===== src/rtl/xsim_dma_burst_reader.sv =====
// xsim_dma_burst_reader
//   Turns one burst request (handle, word-aligned byte address, length in
//   words, 0 meaning 256) into a stream of single-word DMA read requests, and
//   buffers the returned words in a small FIFO for the consumer.
//   A read is only issued when the FIFO is sure to have room for its
//   response. Every read already in flight and every word already buffered
//   counts against FIFO_DEPTH, so the DMA response path never needs
//   backpressure.
//
// Ports
//   CLK, RST_N                 clock; synchronous active-low reset
//   en_req / rdy_req           burst request handshake (req_handle, req_addr, req_len)
//   dma_*_readrequest          one 32-bit read per handshake (addr, handle)
//   dma_*_readresponse         response word handshake (dma_readresponse_data)
//   rdy_data / en_data         beat handshake (data_first, data_last)
//   busy                       burst in progress
module xsim_dma_burst_reader #(
    parameter int FIFO_DEPTH = 4
) (
    input  logic        CLK,
    input  logic        RST_N,
    input  logic        en_req,
    output logic        rdy_req,
    input  logic [31:0] req_handle,
    input  logic [31:0] req_addr,
    input  logic [7:0]  req_len,
    input  logic        dma_rdy_readrequest,
    output logic        dma_en_readrequest,
    output logic [31:0] dma_readrequest_addr,
    output logic [31:0] dma_readrequest_handle,
    input  logic        dma_rdy_readresponse,
    output logic        dma_en_readresponse,
    input  logic [31:0] dma_readresponse_data,
    output logic        rdy_data,
    input  logic        en_data,
    output logic [31:0] data_first,
    output logic        data_last,
    output logic        busy
);
    localparam int PTR_W = $clog2(FIFO_DEPTH);
    localparam int CNT_W = PTR_W + 1;

    typedef enum logic [1:0] {IDLE, ISSUE, DRAIN} state_t;

    typedef struct packed {
        logic [31:0] handle;
        logic [31:0] base;
        logic [8:0]  len;     // 1..256
    } burst_t;

    state_t state, state_nxt;
    burst_t burst_q;

    logic [8:0]       issued_q, received_q, delivered_q;
    logic [31:0]      fifo_mem [FIFO_DEPTH];
    logic [PTR_W-1:0] wr_ptr, rd_ptr;
    logic [CNT_W-1:0] fifo_count;

    logic       accept, rsp_fire, pop;
    logic [8:0] outstanding;
    logic [9:0] credit_used;

    // Misaligned start addresses are simply never accepted.
    assign accept      = (state == IDLE) && en_req && (req_addr[1:0] == 2'b00);
    assign outstanding = issued_q - received_q;
    assign credit_used = {1'b0, outstanding} + 10'(fifo_count);
    assign rsp_fire    = dma_en_readresponse;
    assign pop         = en_data && rdy_data;

    // Address wraps naturally modulo 2^32.
    assign dma_readrequest_addr   = burst_q.base + {21'b0, issued_q, 2'b00};
    assign dma_readrequest_handle = burst_q.handle;

    assign rdy_data   = (fifo_count != '0);
    assign data_first = rdy_data ? fifo_mem[rd_ptr] : 32'h0;
    assign data_last  = rdy_data && (delivered_q == burst_q.len - 9'd1);

    // State register.
    always_ff @(posedge CLK) begin
        if (!RST_N) state <= IDLE;
        else        state <= state_nxt;
    end

    // Next state.
    always_comb begin
        state_nxt = state;
        case (state)
            IDLE:    if (accept) state_nxt = ISSUE;
            ISSUE:   if (dma_en_readrequest && (issued_q == burst_q.len - 9'd1)) state_nxt = DRAIN;
            DRAIN:   if (pop && data_last) state_nxt = IDLE;
            default: state_nxt = IDLE;
        endcase
    end

    // Outputs.
    always_comb begin
        rdy_req             = 1'b0;
        busy                = 1'b1;
        dma_en_readrequest  = 1'b0;
        dma_en_readresponse = 1'b0;
        case (state)
            IDLE: begin
                rdy_req = 1'b1;
                busy    = 1'b0;
            end
            ISSUE: begin
                dma_en_readrequest  = dma_rdy_readrequest && (issued_q < burst_q.len)
                                      && (credit_used < 10'(FIFO_DEPTH));
                dma_en_readresponse = dma_rdy_readresponse;
            end
            DRAIN:   dma_en_readresponse = dma_rdy_readresponse;
            default: ;
        endcase
    end

    // Burst bookkeeping and FIFO control.
    always_ff @(posedge CLK) begin
        if (!RST_N) begin
            burst_q     <= '0;
            issued_q    <= '0;
            received_q  <= '0;
            delivered_q <= '0;
            wr_ptr      <= '0;
            rd_ptr      <= '0;
            fifo_count  <= '0;
        end else begin
            if (accept) begin
                burst_q.handle <= req_handle;
                burst_q.base   <= req_addr;
                burst_q.len    <= {(req_len == 8'd0), req_len};
                issued_q       <= '0;
                received_q     <= '0;
                delivered_q    <= '0;
            end else begin
                if (dma_en_readrequest) issued_q    <= issued_q + 9'd1;
                if (rsp_fire)           received_q  <= received_q + 9'd1;
                if (pop)                delivered_q <= delivered_q + 9'd1;
            end
            if (rsp_fire) wr_ptr <= wr_ptr + 1'b1;
            if (pop)      rd_ptr <= rd_ptr + 1'b1;
            case ({rsp_fire, pop})
                2'b10:   fifo_count <= fifo_count + 1'b1;
                2'b01:   fifo_count <= fifo_count - 1'b1;
                default: ;
            endcase
        end
    end

    // FIFO storage needs no reset; data_first is masked while empty.
    always_ff @(posedge CLK) begin
        if (rsp_fire) fifo_mem[wr_ptr] <= dma_readresponse_data;
    end

endmodule


===== config.mk =====
export PLATFORM = sky130hd
export DESIGN_NAME = xsim_dma_burst_reader
export DESIGN_NICKNAME = d
export VERILOG_FILES = /design/src/rtl/xsim_dma_burst_reader.sv
export SDC_FILE = /design/constraint.sdc
export NUM_CORES = 1
export LEC_CHECK = 0
export BUFFER_PORTS_ARGS = -buffer_cell sky130_fd_sc_hd__buf_2
export CORE_MARGIN = 5
export CORE_UTILIZATION = 56
export CTS_CLUSTER_DIAMETER = 100
export CTS_CLUSTER_SIZE = 28
export DETAILED_ROUTE_END_ITERATION = 8
export PLACE_DENSITY = 0.89
export REMOVE_ABC_BUFFERS = 1
export SLEW_MARGIN = 10
export SYNTH_ARGS = -nofsm -noshare
export SYNTH_HDL_FRONTEND = slang
export SYNTH_SLANG_ARGS = --single-unit

===== constraint.sdc =====
create_clock -name CLK -period 6.7 [get_ports CLK]
set_clock_uncertainty 0.2 [all_clocks]
set_input_delay 1.34 -clock CLK [delete_from_list [all_inputs] [get_ports CLK]]
set_output_delay 1.34 -clock CLK [all_outputs]
set_load 0.02 [all_outputs]

==> metrics.md <==
| Metric | Value |
|---|---|
| Final hold vios | `0` |
| First-pass GRT wire length | `40200 µm` |
| Measured slew at the worst slew-check pin | `928 ps` |
| Fin. max-slew vios | `0` |
| Routed vias | `8020` |
| Num Clock Sinks | `239` |
| Drt total wl | `24900 µm` |
| CP max FO | `5` |
| Vias in the first global route | `7958` |
| Initial detailed-routing violation count | `435` |
| Via density | `5.51` |
| Synthesis-stage register bit count | `239` |
| CP Class | `flip-flop to output port` |
| Clk pin slew, worst setup/hold paths | `100 ps` |
| Placement-stage worst setup slack | `2110 ps` |
| Max Freq | `195 MHz` |
| P_int | `2.29 mW` |
| Dpl hpwl | `17800 µm` |
| Syn avg cell area | `11.2 µm²` |
| Clk root buf | `clkbuf_16` |
| Crit path top cell by count | `ha_1` |
| Post-layout worst setup margin | `1560 ps` |
| Overall routing resource usage | `20.8%` |
| Hold/Removal Path Class | `flip-flop to flip-flop` |
| GR Overflow Total | `0` |
| Cts bufs inserted | `12` |
| Gate power share | `22.6%` |
| Hold Path Origin | `dma_readrequest_handle[20]` |
| Layout fillers | `1570` |
| PortBufs | `211` |
| Die height | `153 µm` |
| Period utilization | `76.7%` |
| VDD IR max | `0.193 mV` |
| Synth warn | `0` |
| Post-CTS setup buffer count | `0` |
| DIE WIDTH | `153 µm` |
| Max clock buf depth | `3` |
| H-tree depth | `1` |
| Sequential share of power | `51.9%` |
| Worst path buffer plus inverter count | `2` |
| Antenna violations before repair | `2` |
| CP peak stage delay | `460 ps` |
| Ports | `212` |
| Distinct cells, synth | `63` |
| Syn Inst Count | `1025` |
| Clock share of power | `25.5%` |
| Power Dens Cells | `248 mW/mm²` |
| Sw Share | `28.2%` |
| Number of synthesized flops with an enable pin | `128` |
| Core Box Area | `0.0202 mm²` |
| Detail Route Antenna Nets | `0` |
| Final setup vio count | `0` |
| Net count, final | `1332` |
| CP Capture Type | `output port` |
| Switch Pwr | `898 µW` |
| Crit path cell chain | `inv_1 > ha_1 > fa_1 > xnor2_1 > ha_1 > nor2_1 > nand3_1 > nor4_1 > nand4_1 > nor4_2 > buf_2` |
| Minimum clock period | `5140 ps` |
| Max-slew headroom | `38.0%` |
| RSZ-0062 raised after global routing | `false` |
| WL/cell | `17.1 µm` |
| Cell Area, Synth | `0.0114 mm²` |
| Largest net degree at the start of global routing | `88` |
| Share of layout cells above drive strength 1 | `23.7%` |
| P&R area growth vs syn | `12.3%` |
| Number of max-cap violations | `0` |
| Skew-Pair Late Insertion Delay | `470 ps` |
| CTS tree | `yes` |
| Post-synthesis sequential area ratio | `53.0%` |
| Post-synth ARST share | `0%` |
| Gpl congestion | `0.897` |
| Crit Reg-Reg Startpoint | `issued_q[0]` |
| Row Count | `52` |
| Die Area | `0.0234 mm²` |
| Status | `finished clean` |
| Crit path from | `issued_q[0]` |
| Ys flop type | `edfxtp_1` |
| WP data required | `5160 ps` |
| Startpoint Class | `flip-flop` |
| Leakage power | `4.99 nW` |
| Initial Util | `56.7%` |
| DRT Pass-1 Iters | `4` |
| Crit-path slowest cell | `nor4_2` |
| WP data arrival | `3600 ps` |
| Tot Pwr | `3.19 mW` |
| Post_cts resized | `0` |
| Delay-heaviest family, CP | `simple AND/OR/NAND/NOR gates` |
| Hold-fix buffer count after cts | `0` |
| DRC Markers | `0` |
## area by class of cell
type | count | area (µm²) | area share (%)
sequential | 239 | 6070 | 47.2
clock buffer | 18 | 354 | 2.76
clock inverter | 2 | 16.3 | 0.127
tap | 270 | 338 | 2.63
inverter | 41 | 154 | 1.20
timing repair buffer | 221 | 1130 | 8.81
antenna | 1 | 2.50 | 0.0195
multi-input combinational | 664 | 4780 | 37.2
## metal layers
layer / GRT usage (%) / share of wire [%]
met5: 0 / 0.036
met4: 5.85 / 2.7
met3: 5.06 / 7.4
met2: 35.7 / 49
met1: 26.4 / 41
## through the flow
| stage | instances | hold WS [ps] | util (%) | TNS, ps | instance area (µm²) |
|---|---|---|---|---|---|
| after floorplan | 944 | 243 | - | -53070 | 11000 |
| after global placement | 1435 | 248 | 61.8 | 0 | 12500 |
| after detailed placement | 1435 | 255 | 61.8 | 0 | 12500 |
| after CTS | 1455 | 270 | 63.7 | 0 | 12800 |
| after global routing | 1456 | 286 | 63.7 | 0 | 12800 |
| final | 1456 | 267 | 63.7 | 0 | 12800 |
## registers in the layout, indices dropped and copies added (netlist names), named ones only
signal                  cells
fifo_mem                  128
burst_q                    41
dma_readrequest_handle     32
delivered_q                 9
issued_q                    9
received_q                  9
fifo_count                  3
rd_ptr                      2
state                       2
wr_ptr                      2
## path summary, 6_finish.rpt
check	slack (ps)	cells past startpoint	endpoint
setup / recovery	1560	11	dma_en_readrequest
hold / removal	270	2	dma_readrequest_handle[20]
setup reg to reg	2670	13	issued_q[7]
hold reg to reg	270	2	dma_readrequest_handle[20]
## power by group through the flow
stage,registers (mW),logic (mW),clock network (mW)
after floorplan,1.72,0.452,0
after global placement,1.68,0.704,0
after detailed placement,1.69,0.725,0
after CTS,1.65,0.727,0.841
after global routing,1.66,0.787,0.903
final,1.65,0.719,0.814
## layout by cell type, fill, tap and decap left out, drive strengths merged, types with 4 or more instances in the layout
cell and instances:
a21boi 75, a21oi 20, and2 41, and3 16, buf 221, clkbuf 18, dfxtp 111, edfxtp 128
ha 40, inv 39, mux2i 5, mux4 32, nand2 186, nand2b 8, nand3 19, nand4 17
nor2 35, nor2b 4, nor3 11, nor4 10, o21ai 15, or3 6, xnor2 51, xor2 21
## worst register-to-register path: stages, from the launching register on
cell and delay (ps):
dfxtp_1 440, inv_1 110, ha_1 240, fa_1 400, xnor2_1 240, ha_1 290, nor4b_1 340, nand4b_1 140
nor3_1 150, nand4_1 180, nor4_4 420, nand4_2 210, or4_1 510, nand2_1 80
## cells in the mapped netlist, drive strengths merged (3+ instances only)
cell | number | area share [%]
nand4 | 17 | 0.98
xor2 | 21 | 1.6
o21bai | 3 | 0.20
a21oi | 20 | 0.88
nor2 | 35 | 1.1
inv | 39 | 1.3
o21ai | 15 | 0.66
a21boi | 75 | 4.9
buf | 41 | 2.5
o21a | 3 | 0.20
or4 | 3 | 0.20
nor2b | 4 | 0.22
nand2 | 186 | 6.1
dfxtp | 111 | 19
nand2b | 8 | 0.44
nor3 | 11 | 0.53
mux2i | 5 | 0.47
or3 | 6 | 0.33
xnor2 | 51 | 3.9
mux4 | 32 | 6.3
a21o | 3 | 0.20
o31ai | 3 | 0.20
and3 | 16 | 0.88
and2 | 41 | 2.2
edfxtp | 128 | 34
nand3 | 19 | 0.83
ha | 40 | 4.4
fa | 3 | 0.53
o2111ai | 3 | 0.23
nor4 | 10 | 0.79
clkbuf | 40 | 1.3
## cells by family after synthesis
kind of cell / synth area share, %
and+or+nand+nor: 15.6
DFF: 53.0
AOI/OAI and AO/OA: 8.94
buffers and inverters: 5.19
xor gates and xnor gates: 5.51
adders and majority gates: 4.90
muxes: 6.77
(Power assumes the default switching activity.)
